`config.mk`:
```
export PLATFORM = sky130hd
export DESIGN_NAME = bit_pos_decoder
export DESIGN_NICKNAME = d
export VERILOG_FILES = /design/src/rtl/bit_pos_decoder.sv
export SDC_FILE = /design/constraint.sdc
export NUM_CORES = 1
export LEC_CHECK = 0
export CELL_PAD_IN_SITES_DETAIL_PLACEMENT = 1
export CELL_PAD_IN_SITES_GLOBAL_PLACEMENT = 2
export CORE_MARGIN = 4
export CORE_UTILIZATION = 34
export CTS_BUF_LIST = sky130_fd_sc_hd__clkbuf_4 sky130_fd_sc_hd__clkbuf_8
export CTS_CLUSTER_SIZE = 30
export DETAILED_ROUTE_END_ITERATION = 10
export PLACE_DENSITY_LB_ADDON = 0.1
export SETUP_SLACK_MARGIN = 0.2
export SLEW_MARGIN = 25
export SYNTH_ARGS = -nofsm -noshare
export SYNTH_HDL_FRONTEND = slang
export SYNTH_SLANG_ARGS = --single-unit
```
`constraint.sdc`:
```
create_clock -name clk -period 2.3 [get_ports clk]
set_input_delay 0.69 -clock clk [delete_from_list [all_inputs] [get_ports clk]]
set_output_delay 0.69 -clock clk [all_outputs]
set_load 0.05 [all_outputs]
```
`src/rtl/bit_pos_decoder.sv`:
```
// bit_pos_decoder: converts a bit position within a multi-word field element
// into (word index, bit offset) by repeated subtraction of the word width.
// One subtraction per clock keeps the datapath to a single narrow subtractor;
// latency is floor(pos/WORD_W)+1 edges after acceptance.
// All outputs come straight from flops.
module bit_pos_decoder #(
    parameter int unsigned WORD_W  = 18,
    parameter int unsigned MAX_POS = 233
) (
    input  logic       clk,
    input  logic       rstn,
    input  logic       start,
    input  logic [7:0] pos,
    output logic       busy,
    output logic       done,
    output logic [3:0] word_idx,
    output logic [4:0] bit_off,
    output logic       err
);

    // Parameters narrowed once so every compare/subtract is 8 bits wide.
    localparam logic [7:0] WordW8  = 8'(WORD_W);
    localparam logic [7:0] MaxPos8 = 8'(MAX_POS);

    typedef enum logic [1:0] {
        StIdle = 2'd0,
        StSub  = 2'd1,
        StDone = 2'd2
    } state_e;

    state_e     state_q, state_d;
    logic [7:0] rem_q, rem_d;
    logic [3:0] idx_q, idx_d;
    logic [3:0] word_idx_d;
    logic [4:0] bit_off_d;
    logic       err_d;
    logic       busy_d;
    logic       done_d;

    // Next-state, datapath and registered-output next values.
    always_comb begin
        state_d    = state_q;
        rem_d      = rem_q;
        idx_d      = idx_q;
        word_idx_d = word_idx;
        bit_off_d  = bit_off;
        err_d      = err;

        unique case (state_q)
            StIdle: begin
                if (start) begin
                    if (pos > MaxPos8) begin
                        // Out-of-range position: report immediately, no iteration.
                        err_d      = 1'b1;
                        word_idx_d = 4'd0;
                        bit_off_d  = 5'd0;
                        state_d    = StDone;
                    end else begin
                        rem_d   = pos;
                        idx_d   = 4'd0;
                        state_d = StSub;
                    end
                end
            end
            StSub: begin
                if (rem_q >= WordW8) begin
                    rem_d = rem_q - WordW8;
                    idx_d = idx_q + 4'd1;
                end else begin
                    // rem < WORD_W here, so the low 5 bits hold it exactly.
                    word_idx_d = idx_q;
                    bit_off_d  = rem_q[4:0];
                    err_d      = 1'b0;
                    state_d    = StDone;
                end
            end
            StDone: begin
                state_d = StIdle;
            end
            default: begin
                state_d = StIdle;
            end
        endcase

        // Status flags follow the next state so they are flop outputs aligned with it.
        busy_d = (state_d != StIdle);
        done_d = (state_d == StDone);
    end

    // State, working registers and outputs; reset aborts any operation in flight.
    always_ff @(posedge clk or negedge rstn) begin
        if (!rstn) begin
            state_q  <= StIdle;
            rem_q    <= 8'd0;
            idx_q    <= 4'd0;
            busy     <= 1'b0;
            done     <= 1'b0;
            word_idx <= 4'd0;
            bit_off  <= 5'd0;
            err      <= 1'b0;
        end else begin
            state_q  <= state_d;
            rem_q    <= rem_d;
            idx_q    <= idx_d;
            busy     <= busy_d;
            done     <= done_d;
            word_idx <= word_idx_d;
            bit_off  <= bit_off_d;
            err      <= err_d;
        end
    end

endmodule

```
* Word level (Yosys, flattened, before mapping) *
Index checks and enable logic that the tools add are counted.
W data, S select, Z words.

storage, ports and cells
  bits in registers = 26
  input bits = 11
  output and inout port bits = 12
  word-level logic and storage cells = 48

operators by class
  $add $sub $neg = 2
  $lt $le $gt $ge = 2
  eq/ne operators = 7
  multiplexer cells = 24
  reductions and logical operators = 5

operators by type and width
  operator               number
  $mux W4                6
  $mux W8                3
  $pmux W4 S2            2
  $pmux W8 S2            1
  $mux W5                3
  $ne A2 B2 Y1 const B   5
  $pmux W5 S2            1
  $ge A8 B5 Y1 const B   1
  $gt A8 B8 Y1 const B   1
  $reduce_and A4 Y1      2
  $sub A8 B5 Y8 const B  1
  $mux W2                3
  $add A4 B1 Y4 const B  1
  $pmux W2 S2            1
  $reduce_bool A2 Y1     2
  $mux W1                3
  $eq A2 B1 Y1 const B   1
  $eq A2 B2 Y1 const B   1
  $logic_not A2 Y1       1
  $pmux W1 S2            1

* Logic depth before layout (Yosys ltp) *
  word-level depth = 5
  depth in mapped cells = 7
  gate-level depth less buffers = 7

* Worst setup path before layout *
No wires, ideal clock.

  path kind = input to register
  from = in pos[2]
  to = reg idx_q[3]
  data arrival time = 1874 ps
  slack = 357 ps
  cell stages on the path = 5
  cell sequence = o21a_1 o2111ai_1 a21oi_2 or4_1 nand3_1

between the ends
  cells in the longest elaborated chain, start to end = 3

ends and longest elaborated chain
  item                                RTL line  text
  from (decl)                         13        input logic [7:0] pos,
  $gt A8 B8 Y1                        52        if (pos > MaxPos8) begin
  $ne A2 B2 Y1 (no source line)       -
  $reduce_and A4 Y1 (no source line)  -
  to (signal assigned)                104       idx_q <= idx_d;
  to (decl)                           33        logic [3:0] idx_q, idx_d;

No other way between the ends.
A chain may end at the register's enable or synchronous reset.

* Worst setup path after layout *
Same ends and word-level chain as after synthesis.

==> flow_summary_export.csv <==
group,metric,value,unit
status,status,"finished, final reports clean",
sta,setup-tns-final,0,ns
synthesis,synth-main-ff-cell,"dfrtp_1",
sta,max_freq,502,MHz
placement,port_buffers,22,
synthesis,synth.yosys.seq_area_share,0.537,
synthesis,netlist_instances,113,
clock_tree,postCtsHoldBufs,0,
sta,setup_viol,0,
synthesis,synth_area_leader_cell,"dfrtp_1",
synthesis,synth-seq-cells,26,
critical_path,crit_arrival,2.28,ns
clock_tree,clk_pin_slew,0.15,ns
placement,dp_slack,-0.0575,ns
flow_run,cap_viol_max_count,0,
clock_tree,cts_resized,12,
finish,drive_gt1_frac,0.186,
floorplan,fp.dieH,67.7,um
critical_path,slowest_delay,0.47,ns
drt,drt_iter0_drc,18,
clock_tree,clk_latency,0.33,ns
finish,mostFrequentLayoutCell,"dfrtp_1",
floorplan,dieArea,0.00458,mm2
placement,gp_congestion,0.784,
sta,worstMarginPinSlew,0.512,ns
floorplan,ios,23,
synthesis,yosysWarnings,0,
synthesis,synth_edf_count,0,
sta,finalHoldViolCount,0,
finish,final_cell_mix,"26 x dfrtp_1, 13 x nor2_1, 12 x o21ai_0, 12 x dlygate4sd2_1",
power,leakage,0.752,nW
drt,drc,0,
sta,fin_crit_sh,0.866,
sta,relSlewSlack,0.660,
floorplan,start_util,0.357,
synthesis,synth_nets,126,
sta,timing.final.max_slew_violations,0,
critical_path,startpoint_type,"input port",
clock_tree,htree_levels,1,
synthesis,postSynthAreaPerCell,10.7,um2
finish,fillCellCount,389,
critical_path,path_max_fanout,6,
global_routing,grt_pass1_vias,1126,
clock_tree,cts_setup_buffers,0,
finish,antenna_cells,0,
placement,hpwl,2.31,mm
synthesis,syn_area,0.00121,mm2
synthesis,async_flop_share,1.00,
drt,drt_wl_total,3.05,mm
clock_tree,cts_tree,"done",
sta,fin_ws,0.309,ns
critical_path,slowest_stage,"or4_1",
floorplan,num_rows,21,
finish,nNetsFinal,159,
drt,vias,997,
floorplan,core_area,0.00339,mm2
sta,whs,0.513,ns
critical_path,path_cells,"clkdlybuf4s50_1, o21a_1, o2111ai_1, a21oi_2, or4_1, nand3_1",
synthesis,yosysTopAreaCellShare,0.537,
clock_tree,cts_root_buf,"clkbuf_4",
drt,antenna_left,0,
critical_path,critical_path_class,"in -> reg",
floorplan,chipWidth,67.7,um
global_routing,grt.total_usage,0.159,
global_routing,grt_overflow,0,
sta,period_minus_slack,1.99,ns
sta,fin_worst_skew,0.0101,ns
synthesis,synth_area_leaders,"dfrtp_1 54%, o21ai_0 5.0%, nor2_1 4.0%",
drt,drtPass1Iterations,4,
drt,via_per_inst,5.22,
drt,wire_per_inst,15.9,um
sta,rsz0062_at_grt,"no",
clock_tree,cts_sinks,26,
placement,dp_cells,187,
power,vdd.ir_drop.worst,0.560,mV
synthesis,synth_cell_types,36,
clock_tree,numCtsBuffers,3,
finish,syn_to_final_growth,29.8,%
critical_path,worstSetupEndpointType,"register",
critical_path,cp_data_required_time,2.59,ns
global_routing,antenna_found_initial,0,
power,power_density,1660,mW/mm2
hold_path,hold_path_class,"reg -> reg",
global_routing,grt_max_degree,27,
global_routing,grt_first_pass_wirelength,5.43,mm
clock_tree,clk_path_buf_depth,2,
finish,fin_cells,191,
[worst max-delay path, delay by kind of cell]
kind / cells / cell delay [ns]
compound gates: 3 / 0.61
buf+inv: 1 / 0.42
simple gates: 2 / 0.56
[through the flow]
| step | total power, mW | instance area [um2] | util |
|---|---|---|---|
| 3_3_place_gp | 2.32 | 1530 | 0.453 |
| 5_1_grt | 2.84 | 1570 | 0.464 |
| 2_1_floorplan | 1.88 | 1210 | - |
| 3_5_place_dp | 2.39 | 1530 | 0.453 |
| 6_report | 2.61 | 1570 | 0.464 |
| 4_1_cts | 2.65 | 1570 | 0.464 |
[cells by family (layout without fill, tap and decap cells)]
kind of cell | count (synthesis) | in the layout | share of synthesized area
adder cells (fa/ha/maj) | 2 | 2 | 0.0207
buffers and inverters | 10 | 42 | 0.0434
AO/OA/AOI/OAI | 41 | 41 | 0.250
AND/OR/NAND/NOR | 33 | 33 | 0.139
multiplexers | 1 | 1 | 0.00930
flip-flops | 26 | 26 | 0.537
[state kept, by name, summed over array words and instances (netlist names)]
name / cells
rem_q: 8
bit_off: 5
word_idx: 4
err: 1
done: 1
state_q: 2
idx_q: 4
busy: 1
[layout make-up]
cell class / instances / area (um2) / share of cell area
inverters: 6 / 22.5 / 0.0143
clock buffers: 3 / 22.5 / 0.0143
clock inverters: 1 / 30.0 / 0.0191
multi-input cells: 77 / 508 / 0.323
flip-flops and latches: 26 / 651 / 0.414
well taps: 46 / 57.6 / 0.0366
repair buffers: 32 / 280 / 0.178
[final timing paths]
kind,startpoint,cells past startpoint,to,slack (ns)
hold reg to reg,bit_off[0],1,bit_off[0],0.51
max in group asynchronous,rstn,2,state_q[0],1.32
min in group asynchronous,rstn,2,bit_off[4],0.73
setup reg to reg,rem_q[2],6,idx_q[2],0.45
setup / recovery,pos[2],6,idx_q[3],0.31
hold / removal,bit_off[0],1,bit_off[0],0.51
[layer usage]
metal | vias to the layer above | part of all wire | track usage
met5 | - | 0 | 0
met4 | 0 | 0.017 | 0.0608
met3 | 5 | 0.035 | 0.0233
met2 | 17 | 0.51 | 0.273
met1 | 501 | 0.44 | 0.198
li1 | 474 | - | -
[where the power goes]
group	internal, mW	total (mW)	switching (mW)
combinational	0.544	1.45	0.911
clock	0.176	0.318	0.142
sequential	0.668	0.840	0.172
total	1.39	2.61	1.23
[Yosys cell counts (2+ instances only)]
master and number:
buf_6 2, ha_1 2, nand2b_1 2, nand2_1 7, a21oi_1 6, o21a_1 2, dfrtp_1 26, a21oi_2 2
inv_1 5, a22o_2 4, nor2_1 13, a22o_1 5, nand3_1 3, o21ai_0 12
(Power assumes the default switching activity.)
